[config.mk]
export PLATFORM = sky130hd
export DESIGN_NAME = bounce_hit_detector
export DESIGN_NICKNAME = d
export VERILOG_FILES = /design/src/rtl/bounce_hit_detector.sv
export SDC_FILE = /design/constraint.sdc
export NUM_CORES = 1
export LEC_CHECK = 0
export CORE_MARGIN = 2
export CORE_UTILIZATION = 60
export DETAILED_ROUTE_END_ITERATION = 10
export PLACE_DENSITY = 0.91
export SLEW_MARGIN = 20
export SYNTH_ARGS = -nofsm -noshare
export SYNTH_HDL_FRONTEND = slang
export SYNTH_SLANG_ARGS = --single-unit
[constraint.sdc]
create_clock -name i_Clk -period 5 [get_ports i_Clk]
set_input_delay 0.5 -clock i_Clk [delete_from_list [all_inputs] [get_ports i_Clk]]
set_output_delay 0.5 -clock i_Clk [all_outputs]
set_load 0.005 [all_outputs]
[src/rtl/bounce_hit_detector.sv]
// bounce_hit_detector
//   Two-axis bounce detector. Tracks the raster position from the timing
//   strobes, samples the ball video bit against the four screen edges
//   (with a MARGIN-wide zone) and, once per frame at i_VReset, updates the
//   X/Y directions, emits one-cycle hit pulses and a saturating hit count.
//   Optional macro BOUNCE_CORNER_EN adds o_Corner / o_CornerSeen.
module bounce_hit_detector #(
    parameter int unsigned H_ACTIVE  = 640,
    parameter int unsigned V_ACTIVE  = 480,
    parameter int unsigned MARGIN    = 0,
    parameter int unsigned CNT_WIDTH = 8
) (
    input  logic                 i_Clk,
    input  logic                 i_Reset,
    input  logic                 i_HReset,
    input  logic                 i_HBlank,
    input  logic                 i_VReset,
    input  logic                 i_VBlank,
    input  logic                 i_Ball,
    output logic                 o_XDir,
    output logic                 o_YDir,
    output logic                 o_HitX,
    output logic                 o_HitY,
    output logic [CNT_WIDTH-1:0] o_HitCount
`ifdef BOUNCE_CORNER_EN
    ,
    output logic                 o_Corner,
    output logic                 o_CornerSeen
`endif
);

    localparam int unsigned CW = (H_ACTIVE > 1) ? $clog2(H_ACTIVE) : 1;
    localparam int unsigned LW = (V_ACTIVE > 1) ? $clog2(V_ACTIVE) : 1;

    localparam logic [CW-1:0] COL_MAX  = CW'(H_ACTIVE - 1);
    localparam logic [LW-1:0] LINE_MAX = LW'(V_ACTIVE - 1);
    localparam logic [CW-1:0] COL_LO   = CW'(MARGIN);
    localparam logic [CW-1:0] COL_HI   = CW'(H_ACTIVE - 1 - MARGIN);
    localparam logic [LW-1:0] LINE_LO  = LW'(MARGIN);
    localparam logic [LW-1:0] LINE_HI  = LW'(V_ACTIVE - 1 - MARGIN);

    logic [CW-1:0] col_q, cur_col;
    logic [LW-1:0] line_q, cur_line;
    logic          flag_l, flag_r, flag_t, flag_b;
    logic          pix_valid;
    logic          hit_l, hit_r, hit_t, hit_b;
    logic          flip_x, flip_y;

    // Position of the current pixel: the registers hold the previous cycle's
    // position, so strobes and increments are applied combinationally here
    // to give the pixel sampled this cycle its exact column/line.
    always_comb begin
        cur_col  = col_q;
        cur_line = line_q;
        if (i_HReset)
            cur_col = '0;
        else if (!i_HBlank && col_q != COL_MAX)
            cur_col = col_q + 1'b1;
        if (i_VReset)
            cur_line = '0;
        else if (i_HReset && !i_VBlank && line_q != LINE_MAX)
            cur_line = line_q + 1'b1;

        pix_valid = !i_HBlank && !i_VBlank;
        hit_l = pix_valid && i_Ball && (cur_col  <= COL_LO);
        hit_r = pix_valid && i_Ball && (cur_col  >= COL_HI);
        hit_t = pix_valid && i_Ball && (cur_line <= LINE_LO);
        hit_b = pix_valid && i_Ball && (cur_line >= LINE_HI);

        // Direction-qualified: only flip when moving toward the touched edge.
        flip_x = (flag_l && !flag_r && !o_XDir) || (flag_r && !flag_l && o_XDir);
        flip_y = (flag_t && !flag_b && !o_YDir) || (flag_b && !flag_t && o_YDir);
    end

    // Raster position registers.
    always_ff @(posedge i_Clk or posedge i_Reset) begin
        if (i_Reset) begin
            col_q  <= '0;
            line_q <= '0;
        end else begin
            col_q  <= cur_col;
            line_q <= cur_line;
        end
    end

    // Sticky edge-contact flags; restarted at the frame boundary with only
    // the i_VReset cycle's own pixel.
    always_ff @(posedge i_Clk or posedge i_Reset) begin
        if (i_Reset) begin
            flag_l <= 1'b0;
            flag_r <= 1'b0;
            flag_t <= 1'b0;
            flag_b <= 1'b0;
        end else if (i_VReset) begin
            flag_l <= hit_l;
            flag_r <= hit_r;
            flag_t <= hit_t;
            flag_b <= hit_b;
        end else begin
            flag_l <= flag_l | hit_l;
            flag_r <= flag_r | hit_r;
            flag_t <= flag_t | hit_t;
            flag_b <= flag_b | hit_b;
        end
    end

    // Once-per-frame evaluation: directions, hit pulses, saturating count.
    always_ff @(posedge i_Clk or posedge i_Reset) begin
        if (i_Reset) begin
            o_XDir     <= 1'b1;
            o_YDir     <= 1'b1;
            o_HitX     <= 1'b0;
            o_HitY     <= 1'b0;
            o_HitCount <= '0;
        end else if (i_VReset) begin
            o_XDir <= o_XDir ^ flip_x;
            o_YDir <= o_YDir ^ flip_y;
            o_HitX <= flip_x;
            o_HitY <= flip_y;
            if ((flip_x || flip_y) && o_HitCount != '1)
                o_HitCount <= o_HitCount + 1'b1;
        end else begin
            o_HitX <= 1'b0;
            o_HitY <= 1'b0;
        end
    end

`ifdef BOUNCE_CORNER_EN
    // Corner pulse alongside the hit pulses, plus a sticky seen flag.
    always_ff @(posedge i_Clk or posedge i_Reset) begin
        if (i_Reset) begin
            o_Corner     <= 1'b0;
            o_CornerSeen <= 1'b0;
        end else if (i_VReset) begin
            o_Corner     <= flip_x && flip_y;
            o_CornerSeen <= o_CornerSeen || (flip_x && flip_y);
        end else begin
            o_Corner     <= 1'b0;
        end
    end
`endif

endmodule
== Word level (Yosys, flattened, before mapping) ==
Cells that the tools add are included.

* Register bits after elaboration: 35
* Bits of input ports: 7
* Output and inout port bits: 12
* Logic and storage cells: 67

* $add $sub $neg: 3
* Order comparisons: 4
* Eq/ne operators: 3
* Mux-type cells: 10
* Bitwise logic cells: 6
* Reductions and logical operators: 30

{| class="wikitable"
|+ Operators with widths
! cell !! number
|-
| 10-bit 2-to-1 mux || 2
|-
| 1-bit logical AND || 18
|-
| 9-bit 2-to-1 mux || 2
|-
| 10-bit by 1-bit adder with 10-bit output (second input constant) || 1
|-
| 10-bit >= comparator (second input constant) || 1
|-
| 10-bit by 1-bit less-or-equal comparator with 1-bit output (second input constant) || 1
|-
| 10-bit != test (second input constant) || 1
|-
| 9-bit by 1-bit adder with 9-bit output (second input constant) || 1
|-
| 9-bit >= comparator (second input constant) || 1
|-
| 9-bit by 1-bit less-or-equal comparator with 1-bit output (second input constant) || 1
|-
| 9-bit != test (second input constant) || 1
|-
| 8-bit by 1-bit adder with 8-bit output (second input constant) || 1
|-
| 1-bit zero test || 8
|-
| 8-bit != test (second input constant) || 1
|-
| 1-bit 2-to-1 mux || 6
|-
| 1-bit bitwise OR || 4
|-
| 1-bit logical OR || 3
|-
| 2-bit AND reduction || 1
|-
| 1-bit XOR || 2
|}

== Longest topological paths before layout ==
Gate-level depths: netlist (run 1).

* Depth after elaboration: 9
* Mapped depth: 7
* Mapped depth without buffers: 7

== Least setup slack after synthesis (run 1) ==
No wires, ideal clock.

* Kind: register to register
* Start point: register col_q[0]
* End point: register flag_r
* Library setup time: 0.066 ns
* Data arrival time: 1.858 ns
* Required time: 4.934 ns
* Setup slack: 3.075 ns
* Cell stages (with the launch flop): 8
* Path buffers: 0
* Period minus slack after synthesis: 1.925 ns
* Cells stage by stage: dfrtp_1 > ha_1 > nor2b_1 > a31oi_1 > nor3_1 > nand2_1 > o31ai_1 > a32o_2

* Longest elaborated chain between the ends: 8
* Elaborated cells on any way between the ends: 9
* Classes of those cells: 1 x add/sub; 1 x order compare; 1 x eq/ne; 3 x mux; 1 x bitwise; 2 x reduce/logical

{| class="wikitable"
|+ Ends and longest elaborated chain
! item !! line !! source
|-
| start: declaration || 42 || <nowiki>logic [CW-1:0] col_q, cur_col;</nowiki>
|-
| start signal: assignment || 81 || <nowiki>col_q <= cur_col;</nowiki>
|-
| branches (longest 2 deep; another with 10-bit by 1-bit adder with 10-bit output) || -- ||
|-
| 10-bit 2-to-1 mux (*) || 57 || <nowiki>else if (!i_HBlank && col_q != COL_MAX)</nowiki>
|-
| 10-bit 2-to-1 mux (*) || 55 || <nowiki>if (i_HReset)</nowiki>
|-
| net cur_col[4] || 42 ||
|-
| 10-bit >= comparator (*) || 66 || <nowiki>hit_r = pix_valid && i_Ball && (cur_col >= COL_HI);</nowiki>
|-
| 1-bit logical AND (*) || 66 ||
|-
| 1-bit bitwise OR || 101 || <nowiki>flag_r <= flag_r | hit_r;</nowiki>
|-
| 1-bit 2-to-1 mux (*) || 94 || <nowiki>end else if (i_VReset) begin</nowiki>
|-
| end signal: assignment || 96 || <nowiki>flag_r <= hit_r;</nowiki>
|-
| end signal: assignment || 101 ||
|-
| end: declaration || 44 || <nowiki>logic flag_l, flag_r, flag_t, flag_b;</nowiki>
|}

Mark *: on every way through the listed nets, which the timed path passes.
A chain may end at the register's enable or synchronous reset.

== Worst setup path after layout (run 1) ==
* Start point: input i_HReset
* End point: register flag_t

* Longest elaborated chain between the ends: 8

{| class="wikitable"
|+ Ends and longest elaborated chain
! item !! line !! source
|-
| start: declaration || 15 || <nowiki>input logic i_HReset,</nowiki>
|-
| 1-bit logical AND (*) (2 in series) || 61 || <nowiki>else if (i_HReset && !i_VBlank && line_q != LINE_MAX)</nowiki>
|-
| 9-bit 2-to-1 mux (*) || 61 ||
|-
| 9-bit 2-to-1 mux (*) || 59 || <nowiki>if (i_VReset)</nowiki>
|-
| net cur_line[1] || 43 || <nowiki>logic [LW-1:0] line_q, cur_line;</nowiki>
|-
| 9-bit by 1-bit less-or-equal comparator with 1-bit output (*) || 67 || <nowiki>hit_t = pix_valid && i_Ball && (cur_line <= LINE_LO);</nowiki>
|-
| 1-bit logical AND (*) || 67 ||
|-
| 1-bit bitwise OR || 102 || <nowiki>flag_t <= flag_t | hit_t;</nowiki>
|-
| 1-bit 2-to-1 mux (*) || 94 ||
|-
| end signal: assignment || 97 || <nowiki>flag_t <= hit_t;</nowiki>
|-
| end signal: assignment || 102 ||
|-
| end: declaration || 44 ||
|}

Mark *: on every way through the listed nets, which the timed path passes. The rest lies on a longest branch.

==> metrics.txt, run 1 <==
status=completed; first-pass GRT wire length=7590 um; total CTS buffers=5; Synth Cell Area=1890 um2; H-tree lvl count=2; syn nets=196; Vias per Instance=6.38; Cell Rows=20; CTS clk-pin slew, worst paths=0.11 ns; CP Capture Type=register; warnings from Yosys=0; Fillers=229; setup bufs post-CTS=0; drt pass-1 iters=4; clock buffer depth=2; gr usage total=28.6%; clock latency on the worst-skew pair=0.35 ns; vias in the first global route=1645; Top Layer Used=met4; max cap viols=0; Met2 Routed Length=2160 um; Layout Cells excl Fill=253; Placer Congestion=0.864; CTS sink count=35; Layout Nets=218; Critical Path RT=5.29 ns; Synth Instances=186; Tmin final=2.42 ns; register area share after synthesis=46.6%; Design Power=0.000611 W; Die H=60.1 um; count of different cell masters after synthesis=46; Reg2Reg Depth=7; gr ovfl total=0; TritonCTS clock tree=yes; clk_skew=0.0161 ns; crit path DAT=2.71 ns; final setup vio count=0; reg-to-reg critical path endpoint=flag_r; critical path type=input port to register; Hold Buf Count CTS=0; largest area contributor in the netlist=dfrtp_1; hold depth=1; Tcrit/Tclk final=48.3%; Detail Route met3 WL=286 um; Worst-Margin Slew=0.668 ns; Placed Instances=245; Crit Path Max Fanout=16; worst r2r src=col_q[0]; Synth Register Bits=35; Setup TNS=0 ns; Core Region=3030 um2; Iter 0 DRT Violations=137; endpoints failing hold=0; RSZ-0062 raised after global routing=false; Post-CTS Resized=0; Die Area=3610 um2; post-route ant nets=0; Post-synth EDFFs=0; vias after detailed routing=1613; hpwl dp=3140 um; overall routed net length=4340 um; DIE WIDTH=60.1 um; Max VDD drop=0.240 mV; Clock Tree Root=clkbuf_4; Avg Cell Area, Syn=10.1 um2; final-report max-slew violation count=0; initial antenna violation count=0; layout cells sized above 1=9.57%; Critical Path Source Type=input port; relative slew slack=55.4%; largest net degree at the start of global routing=36; Hold WC Path Type=register to register; Area Overhead vs Synth=15.7%; I/O pin cnt=19; antenna fix cells=0; top cell type's share of synthesized area=43.8%; min-delay src=o_HitCount[5]; Cell Pwr Density=280 nW/um2; Max Fclk=414 MHz; drt drc=0; Pleak=0.870 nW; ys async rst share=100%; routed length per instance=17.1 um; Post-synth top flop=dfrtp_1; initial cell density of the core=62.3%; Hold Path Sink=o_HitCount[5]; met1 WL=1810 um; IO Port Bufs=18; reg-to-reg slack, setup=2.61 ns; cells taking the most area after synthesis=dfrtp_1, xnor2_1, nand4_1
==> flip-flops by register name, summed over array words and instances, names as in the netlist <==
name,flops
col_q,10
line_q,9
o_HitCount,8
flag_b,1
flag_l,1
flag_r,1
flag_t,1
o_HitX,1
o_HitY,1
o_XDir,1
o_YDir,1
==> stage by stage <==
| stage | utilization (%) | hold WS (ns) | worst slack, ns | area, um2 |
|---|---|---|---|---|
| after floorplan | - | 0.448 | 3.08 | 1890 |
| after global placement | 69.6 | 0.480 | 2.37 | 2110 |
| after detailed placement | 69.6 | 0.481 | 2.27 | 2110 |
| after CTS | 72.0 | 0.499 | 2.61 | 2180 |
| after global routing | 72.0 | 0.531 | 2.39 | 2180 |
| final | 72.0 | 0.502 | 2.58 | 2180 |
==> worst max path at each step <==
stage	from	end	slack (ns)
global route	col_q[0]	flag_r	2.39
finish	i_HReset	flag_t	2.58
CTS	col_q[0]	flag_r	2.61
floorplan	col_q[0]	flag_r	3.08
global placement	i_HBlank	flag_r	2.37
detailed placement	i_HReset	flag_t	2.27
==> critical path, cell delays in order <==
cell and delay, ns:
clkdlybuf4s50_1 0.89, inv_1 0.17, a211o_1 0.37, mux2i_1 0.20, nor2_1 0.08, nor4_1 0.31
a32o_1 0.20
==> cells in the mapped netlist, drive strengths merged (2+ instances only) <==
cell type  number
o21ai           9
a32o            2
a41oi           2
nor3b           6
dfstp           2
inv             7
or3             2
buf             2
xnor2          14
a31oi           5
nand2b          3
and3            4
ha              3
dfrtp          33
nor4            2
nand3b          2
and4            2
o31ai           3
nand3           5
and3b           2
nand4          10
nor2           14
mux2i           2
nand2          14
xor2            3
a21oi           8
clkbuf          2
a211oi          6
nor3            6
==> per-layer routing <==
metal | vias to the layer above | global-route usage [%]
li1 | 739 | -
met1 | 797 | 36.3
met2 | 69 | 45.2
met3 | 8 | 8.66
met4 | 0 | 12.4
met5 | - | 0
==> cells in the final DEF, fill, tap and decap left out, types with 2 or more instances in the layout <==
cell type / Yosys / routed
and4_1: 2 / 2
nand4_1: 10 / 10
clkbuf_8: 0 / 2
nand3b_1: 2 / 2
or3_1: 2 / 2
ha_1: 3 / 3
clkbuf_4: 0 / 5
clkdlybuf4s50_1: 0 / 18
dfstp_2: 2 / 2
nor2_1: 14 / 14
a31oi_1: 5 / 5
nand2b_1: 3 / 3
inv_1: 7 / 7
nand2_1: 14 / 14
o21ai_0: 9 / 9
a41oi_1: 2 / 2
and3_1: 4 / 4
dfrtp_1: 33 / 33
nor3_1: 6 / 6
nor3b_1: 6 / 6
a21oi_1: 7 / 7
xor2_1: 3 / 3
a211oi_1: 5 / 5
o31ai_1: 3 / 3
mux2i_1: 2 / 2
nand3_1: 5 / 5
xnor2_1: 14 / 14
==> logic make-up after synthesis <==
logic type,count (synthesis),synth area share [%]
compound gates,41,16.3
xor+xnor,17,7.90
fa+ha+maj,3,1.99
buf+inv,11,2.46
flops,35,46.6
mux,3,1.66
simple gates,76,23.1
==> cell type report <==
class	count	area, um2	area share, %
inverters	7	26.3	1.20
clock buffers	7	65.1	2.98
multi-input cells	140	961	44.1
well taps	44	55.1	2.52
clock inverters	1	7.51	0.344
flip-flops and latches	35	878	40.3
repair buffers	19	188	8.61
==> power breakdown <==
part / internal, W / switching, W / leakage [nW]
sequential: 0.000304 / 0.0000257 / 0.472
clock: 0.0000822 / 0.000100 / 0.0375
combinational: 0.0000566 / 0.0000425 / 0.361
total: 0.000443 / 0.000169 / 0.870
Power figures use the tool's default switching activity.
==> run 2, diff against run 1 <==
--- a/config.mk
+++ b/config.mk
@@ -6,9 +6,9 @@
 export NUM_CORES = 1
 export LEC_CHECK = 0
 export CORE_MARGIN = 2
-export CORE_UTILIZATION = 60
+export CORE_UTILIZATION = 51
 export DETAILED_ROUTE_END_ITERATION = 10
-export PLACE_DENSITY = 0.91
+export PLACE_DENSITY = 0.84
 export SLEW_MARGIN = 20
 export SYNTH_ARGS = -nofsm -noshare
 export SYNTH_HDL_FRONTEND = slang
==> constraint.sdc (replaced) <==
create_clock -name i_Clk -period 2.2 [get_ports i_Clk]
set_input_delay 0.22 -clock i_Clk [delete_from_list [all_inputs] [get_ports i_Clk]]
set_output_delay 0.22 -clock i_Clk [all_outputs]
set_load 0.005 [all_outputs]
==> run 2 against run 1 <==
Against the previous run: critical path depth unchanged; count of clock-buffer cells in the layout down 1; highest routed layer unchanged; clock skew decreased by 0.010 ns; cell count rose by 6.3%; worst setup slack got worse by 2.4 ns; combinational power increased by 140%; global-route usage is 6.8 points lower.
==> metrics.txt, run 2 (synthesized netlist as in run 1, its figures left out) <==
critical path type=register to register; clock latency on the worst-skew pair=0.29 ns; relative slew slack=61.4%; commonest non-fill, non-tap cell in the layout=dfrtp_1; final setup vio count=0; Layout Nets=230; Top Usage Layer GRT=met2; endpoints failing hold=0; Core Region=3610 um2; Largest register FFs=10; Max Fclk=489 MHz; Iter 0 DRT Violations=76; crit path DAT=2.27 ns; clk_skew=0.00605 ns; Hold WC Path Type=input port to asynchronous set/reset pin; IO Port Bufs=18; Reg area=878 um2; max cap viols=0; reg-to-reg critical path endpoint=flag_t; most frequent cells in the layout=dfrtp_1, clkdlybuf4s50_1, nor2_1, xnor2_1, nand2_1; status=completed; worst r2r src=line_q[0]; layout cells sized above 1=15.4%; hpwl dp=2850 um; vias after detailed routing=1581; post-route ant nets=0; Largest Register=col_q; Worst-Margin Slew=0.578 ns; antenna fix cells=0; Fillers=289; CTS sink count=35; Vias per Instance=5.88; Cell Rows=22; DIE WIDTH=64.8 um; Critical Path Source Type=register; clock buffer depth=2; Tcrit/Tclk final=93.0%; Top Registers=col_q: 10 flops, line_q: 9 flops, o_HitCount: 8 flops; gr usage total=21.8%; Crit Path Max Fanout=5; first-pass GRT wire length=7060 um; drt drc=0; final-report max-slew violation count=0; met2 usage=34.1%; Pleak=0.957 nW; vias in the first global route=1498; initial antenna violation count=0; met3 usage=5.73%; TritonCTS clock tree=yes; Placer Congestion=0.809; total CTS buffers=5; overall routed net length=4120 um; M1 GR Usage=29.4%; Setup TNS=0 ns; Area Overhead vs Synth=23.7%; CP Capture Type=register; RSZ-0062 raised after global routing=false; Cell Pwr Density=678 nW/um2; Critical Path RT=2.42 ns; drt pass-1 iters=4; largest net degree at the start of global routing=36; routed length per instance=15.3 um; Reg2Reg Depth=7; Design Power=0.00158 W; gr ovfl total=0; multi-input combinational cell area=972 um2; CTS clk-pin slew, worst paths=0.07 ns; initial cell density of the core=52.3%; setup bufs post-CTS=0; Die Area=4200 um2; Hold Buf Count CTS=0; Max VDD drop=0.481 mV; Die H=64.8 um; reg-to-reg slack, setup=0.15 ns; H-tree lvl count=2; I/O pin cnt=19; Clock Tree Root=clkbuf_8; Tmin final=2.05 ns
run 2: worst max path at each step:
| stage | startpoint | endpoint | slack, ns |
|---|---|---|---|
| 2_1_floorplan | col_q[0] | flag_r | 0.28 |
| 3_3_place_gp | i_HBlank | flag_r | 0.07 |
| 3_5_place_dp | i_HBlank | flag_r | -0.02 |
| 4_1_cts | line_q[0] | flag_t | 0.13 |
| 5_1_grt | col_q[1] | flag_l | 0.007 |
| 6_report | line_q[0] | flag_t | 0.15 |
run 2: timing repair:
item                                   4_1_cts  5_1_grt
endpoints found under the hold margin        0        0
setup endpoints to repair                    0        2
gates resized for setup                      0        2
run 2: final cells by class:
cell class / instances / share of cell area (%)
Multi-Input combinational cell: 140 / 41.7
Sequential cell: 35 / 37.7
Timing Repair Buffer: 31 / 11.9
Clock buffer: 6 / 3.54
Tap cell: 48 / 2.58
Clock inverter: 2 / 1.50
Inverter: 7 / 1.13
run 2: per-stage QoR:
| stage | utilization (%) | cell area, um2 | hold slack (ns) | cells | worst slack, ns |
|---|---|---|---|---|---|
| 2_1_floorplan | - | 1890 | 0.295 | 186 | 0.275 |
| 3_5_place_dp | 61.1 | 2200 | 0.483 | 261 | -0.0172 |
| 3_3_place_gp | 61.1 | 2200 | 0.484 | 261 | 0.0670 |
| 6_report | 64.7 | 2330 | 0.325 | 269 | 0.153 |
| 4_1_cts | 64.4 | 2320 | 0.340 | 269 | 0.131 |
| 5_1_grt | 64.7 | 2330 | 0.382 | 269 | 0.00665 |
run 2: layer usage:
metal,vias to the layer above,wire length [um]
li1,765,-
met4,0,45
met3,6,218
met5,-,0
met2,54,1900
met1,756,1950
run 2: worst max-delay path, cell delays in order, from the launching register on:
cell     delay, ns
dfrtp_1       0.42
ha_1          0.26
and4_1        0.23
a211o_1       0.36
mux2i_1       0.18
nor2_1        0.08
nor4_2        0.27
a32o_1        0.19
run 2: power breakdown:
part	switching (W)	internal, W
clock	0.000229	0.000366
sequential	0.0000550	0.000691
combinational	0.0000999	0.000140
total	0.000384	0.00120
